`src/rtl/regfile_pkg.sv`:
```
// Shared types and default widths for the multi-port register file.
package regfile_pkg;

  localparam int unsigned DATA_W_DEF = 32;
  localparam int unsigned ADDR_W_DEF = 5;

  typedef enum logic [1:0] {
    IDLE  = 2'd0,
    CLEAR = 2'd1,
    DONE  = 2'd2
  } clr_state_t;

endpackage

```
`src/rtl/regfile_rd_port.sv`:
```
// One registered read port: address mux, write-first bypass, zero-register override.
module regfile_rd_port
  import regfile_pkg::*;
#(
  parameter int unsigned DATA_W   = DATA_W_DEF,
  parameter int unsigned ADDR_W   = ADDR_W_DEF,
  parameter int unsigned ZERO_REG = 1
) (
  input  logic                                 clock,
  input  logic                                 reset,
  input  logic                                 en,
  input  logic [ADDR_W-1:0]                    addr,
  input  logic [(2**ADDR_W)-1:0][DATA_W-1:0]   regs,
  input  logic                                 we,
  input  logic [ADDR_W-1:0]                    wa,
  input  logic [DATA_W-1:0]                    wd,
  output logic [DATA_W-1:0]                    data
);

  logic [DATA_W-1:0] next_data;

  always_comb begin
    next_data = regs[addr];
    if (we && (wa == addr)) begin
      next_data = wd;
    end
    // Zero register wins over bypass so r0 can never leak write data.
    if ((ZERO_REG != 0) && (addr == '0)) begin
      next_data = '0;
    end
  end

  always_ff @(posedge clock or posedge reset) begin
    if (reset) begin
      data <= '0;
    end else if (en) begin
      data <= next_data;
    end
  end

endmodule

```
`src/rtl/regfile_mp.sv`:
```
// Parametrised multi-read-port register file with bypass, optional zero
// register and a sequenced bulk-clear engine.
module regfile_mp
  import regfile_pkg::*;
#(
  parameter int unsigned DATA_W   = DATA_W_DEF,
  parameter int unsigned ADDR_W   = ADDR_W_DEF,
  parameter int unsigned NUM_RD   = 2,
  parameter int unsigned ZERO_REG = 1
) (
  input  logic                       clock,
  input  logic                       reset,
  input  logic [NUM_RD-1:0]          rd_en,
  input  logic [NUM_RD*ADDR_W-1:0]   rd_addr,
  output logic [NUM_RD*DATA_W-1:0]   rd_data,
  input  logic                       wr_en,
  input  logic [ADDR_W-1:0]          wr_addr,
  input  logic [DATA_W-1:0]          wr_data,
  input  logic                       clr_req,
  output logic                       clr_busy,
  output logic                       clr_done
);

  localparam int unsigned DEPTH = 2**ADDR_W;

  logic [DEPTH-1:0][DATA_W-1:0] mem;
  clr_state_t                   state;
  logic [ADDR_W-1:0]            cnt;

  logic              we_eff;
  logic [ADDR_W-1:0] wa_eff;
  logic [DATA_W-1:0] wd_eff;

  // External writes only land while idle; the clear engine owns the port otherwise.
  always_comb begin
    we_eff = 1'b0;
    wa_eff = '0;
    wd_eff = '0;
    case (state)
      IDLE: begin
        we_eff = wr_en;
        wa_eff = wr_addr;
        wd_eff = wr_data;
      end
      CLEAR: begin
        we_eff = 1'b1;
        wa_eff = cnt;
      end
      default: ;
    endcase
    if ((ZERO_REG != 0) && (wa_eff == '0)) begin
      we_eff = 1'b0;
    end
  end

  always_ff @(posedge clock or posedge reset) begin
    if (reset) begin
      mem <= '0;
    end else if (we_eff) begin
      mem[wa_eff] <= wd_eff;
    end
  end

  always_ff @(posedge clock or posedge reset) begin
    if (reset) begin
      state    <= IDLE;
      cnt      <= '0;
      clr_busy <= 1'b0;
      clr_done <= 1'b0;
    end else begin
      case (state)
        IDLE: begin
          clr_done <= 1'b0;
          if (clr_req) begin
            state    <= CLEAR;
            cnt      <= '0;
            clr_busy <= 1'b1;
          end
        end
        CLEAR: begin
          cnt <= cnt + 1'b1;
          if (cnt == '1) begin
            state    <= DONE;
            clr_done <= 1'b1;
          end
        end
        DONE: begin
          state    <= IDLE;
          clr_busy <= 1'b0;
          clr_done <= 1'b0;
        end
        default: begin
          state    <= IDLE;
          clr_busy <= 1'b0;
          clr_done <= 1'b0;
        end
      endcase
    end
  end

  for (genvar p = 0; p < NUM_RD; p++) begin : g_rd
    regfile_rd_port #(
      .DATA_W  (DATA_W),
      .ADDR_W  (ADDR_W),
      .ZERO_REG(ZERO_REG)
    ) u_port (
      .clock(clock),
      .reset(reset),
      .en   (rd_en[p]),
      .addr (rd_addr[p*ADDR_W +: ADDR_W]),
      .regs (mem),
      .we   (we_eff),
      .wa   (wa_eff),
      .wd   (wd_eff),
      .data (rd_data[p*DATA_W +: DATA_W])
    );
  end

endmodule

```
`config.mk`:
```
export PLATFORM = sky130hd
export DESIGN_NAME = regfile_mp
export DESIGN_NICKNAME = d
export VERILOG_FILES = /design/src/rtl/regfile_pkg.sv /design/src/rtl/regfile_rd_port.sv /design/src/rtl/regfile_mp.sv
export SDC_FILE = /design/constraint.sdc
export NUM_CORES = 2
export LEC_CHECK = 0
export ABC_AREA = 1
export CAP_MARGIN = 10
export CORE_ASPECT_RATIO = 1.25
export CORE_MARGIN = 2
export CORE_UTILIZATION = 30
export CTS_CLUSTER_SIZE = 40
export DETAILED_ROUTE_END_ITERATION = 10
export SLEW_MARGIN = 20
export SYNTH_ARGS = -nofsm -noshare
export SYNTH_HDL_FRONTEND = slang
export SYNTH_SLANG_ARGS = --single-unit
export TNS_END_PERCENT = 50
```
`constraint.sdc`:
```
create_clock -name clock -period 66.8 [get_ports clock]
set_input_delay 13.36 -clock clock [delete_from_list [all_inputs] [get_ports clock]]
set_output_delay 13.36 -clock clock [all_outputs]
set_load 0.03 [all_outputs]
```
==> flow_summary_export.csv <==
group,metric,value,unit
clocking,clk_pin_slew_worst_paths,0.06,ns
finish,nets,8526,
timing,fin_crit_sh,0.266,
finish,final_cells,11300,
timing,worst_pin_slew,1.22,ns
yosys,synth_top_cell_by_area,"dfrtp_1",
route,drcViolationCount,0,
clocking,cts_buffer_depth,3,
placed_design,dp_cells,11100,
clocking,cts_made_buffers,109,
route,drtAntennaViolNets,0,
route,first_pass_iters,8,
yosys,synth_most_common_cell,"nand2_1",
pwr,p_switching,1.08,mW
pwr,p_int,1.52,mW
yosys,netlist_instances,8918,
die,die_width,406,um
pwr,clockPowerShare,0.256,
grt,grt_usage,0.240,
die,die_h,507,um
yosys,synth_ff_type,"dfrtp_1",
clocking,cts_htree_levels,3,
clocking,cts_resized,0,
yosys,yosys_warnings,0,
placed_design,post-dp-hpwl,126000,um
critical_path,startpoint_type,"primary input",
pwr,seq_power_share,0.405,
clocking,ctsHoldBuffers,0,
pwr,power_leakage,29.7,nW
timing,rsz0062_at_grt,"false",
grt,grt_max_degree,173,
critical_path,worstSetupPathType,"in2async",
yosys,ys_ff_latch,1097,
grt,antenna_found_initial,6,
die,io_pins,119,
critical_path,crit_fanout,134,
pwr,pwr-share-comb,0.340,
timing,report.final.slew_viol_count,0,
yosys,synthArstFlopShare,1.00,
timing,finalSetupTns,0,ns
clocking,cts_tree,"yes",
clocking,cts_num_sinks,1097,
route,avgViaCountPerCell,5.48,
run,maxCapViolations,0,
die,start_util,0.302,
hold_path,hold_class,"reg2reg",
yosys,synth_edf_count,0,
grt,grt_pass1_wl,378000,um
critical_path,endpoint_kind,"asynchronous set/reset pin",
timing,setup_viol,0,
finish,drive_above_1_share,0.0451,
timing,finalHoldViolations,0,
yosys,yosysUniqueCellTypes,29,
route,vias,61700,
clocking,cts_root_buffer,"clkbuf_16",
route,wl,253000,um
yosys,synth_top_area_frac,0.452,
grt,grt_pass1_vias,58800,
yosys,synthesis.area,60700,sq um
critical_path,critPathRequiredTime,67.61,ns
die,core_area,201000,sq um
die,num_rows,184,
die,die-area,206000,sq um
pwr,peakVddDrop,0.0374,mV
grt,overflow,0,
placed_design,place.gp.congestion,0.842,
pwr,switching_share,0.416,
timing,relSlewSlack,0.182,
route,drt_iter0_markers,7724,
pwr,p_per_area,38.9,nW/um^2
timing,fmax,56.3,MHz
yosys,synth_nets,8973,
critical_path,worstPathArrival,18.57,ns
timing,finalClockSkew,0.0437,ns
finish,area_growth,10.2,%
yosys,synth.area.top_cells,"dfrtp_1 (45%), nand2_1 (26%), nand3_1 (13%), o21ai_0 (6.4%), clkbuf_1 (3.5%)",
yosys,yosys-top-cells-count,"nand2_1 (4,192), nand3_1 (1,519), dfrtp_1 (1,097), o21ai_0 (779), clkbuf_1 (573)",
yosys,syn_avg_cell_area,6.81,sq um
finish,fin_util,0.333,
outcome,status,"completed",
clocking,clk_latency,0.76,ns
timing,period_minus_slack,17.76,ns
route,post_drt_wl_per_cell,22.4,um
clocking,post-cts-setup-buffer-count,0,
placed_design,io_buffers,118,
yosys,ys_seq_area_frac,0.452,
## sequential cells by signal, summed over array words and instances, names as in the netlist
register	flops
mem	1024
state	2
cnt	5
clr_busy	1
clr_done	1
g_rd.u_port.data	64
## through the flow
step	area (sq um)	setup WS [ns]	total power [mW]	hold WS, ns
3_5_place_dp	63100	48.00	1.92	0.390
6_report	66900	49.04	2.61	0.402
3_3_place_gp	63100	48.10	1.90	0.386
2_1_floorplan	60700	22.55	1.62	0.451
4_1_cts	66800	48.80	2.59	0.403
5_1_grt	66900	48.31	2.76	0.412
## metal layers
layer  up-vias  share of wire  GRT usage
li1      27900              -          -
met1     29300           0.39      0.307
met2      3666           0.44      0.376
met3       880           0.11     0.0478
met4         4          0.063      0.139
met5         -        0.00011          0
## power by group through the flow
stage	Sequential [mW]	Clock (mW)	Combinational, mW
6_report	1.06	0.666	0.885
5_1_grt	1.08	0.697	0.980
4_1_cts	1.05	0.673	0.869
3_5_place_dp	1.06	0	0.867
3_3_place_gp	1.05	0	0.851
2_1_floorplan	1.04	0	0.585
## placed cells by master, fill, tap and decap left out, types with 104 or more instances in the layout
cell type | Yosys | final
buf_4 | 19 | 104
nand2_1 | 4192 | 4176
dfrtp_1 | 1097 | 1097
nand3_1 | 1519 | 1519
o21ai_1 | 119 | 119
clkbuf_16 | 0 | 111
a21oi_1 | 135 | 135
o21ai_0 | 779 | 779
clkdlybuf4s50_1 | 0 | 108
nor2_1 | 167 | 167
## layout make-up
cell class / instances / area [sq um]
Tap cell: 2697 / 3370
Timing Repair Buffer: 230 / 2160
Clock buffer: 159 / 3190
Antenna cell: 2 / 5.00
Fill cell: 21600 / 134000
Inverter: 43 / 221
Sequential cell: 1097 / 27500
Clock inverter: 40 / 571
Multi-Input combinational cell: 6990 / 30000
## worst paths after layout
kind | from | slack (ns) | end | depth (start not counted)
worst max register to register | state[0] | 62.63 | g_rd[1].u_port.data[10] | 13
worst min register to register | mem[6] | 0.40 | mem[6] | 0
worst min-delay path | mem[6] | 0.40 | mem[6] | 0
max in group clock | rd_addr[0] | 49.64 | g_rd[0].u_port.data[8] | 14
worst max-delay path | reset | 49.04 | mem[86] | 7
min in group asynchronous | reset | 13.28 | mem[165] | 2
## kinds of logic after synthesis
family                   after synthesis  share of synthesized area
AO/OA/AOI/OAI                       1048                     0.0869
adder cells (fa/ha/maj)                2                   0.000412
buffers and inverters                831                     0.0577
flip-flops                          1097                      0.452
AND/OR/NAND/NOR                     5940                      0.403
## worst max-delay path: stages
cell	delay [ns]
clkdlybuf4s50_1	0.50
inv_8	0.71
buf_4	0.86
buf_4	0.71
buf_4	0.80
buf_4	0.78
buf_4	0.63
Power figures use the tool's default switching activity.
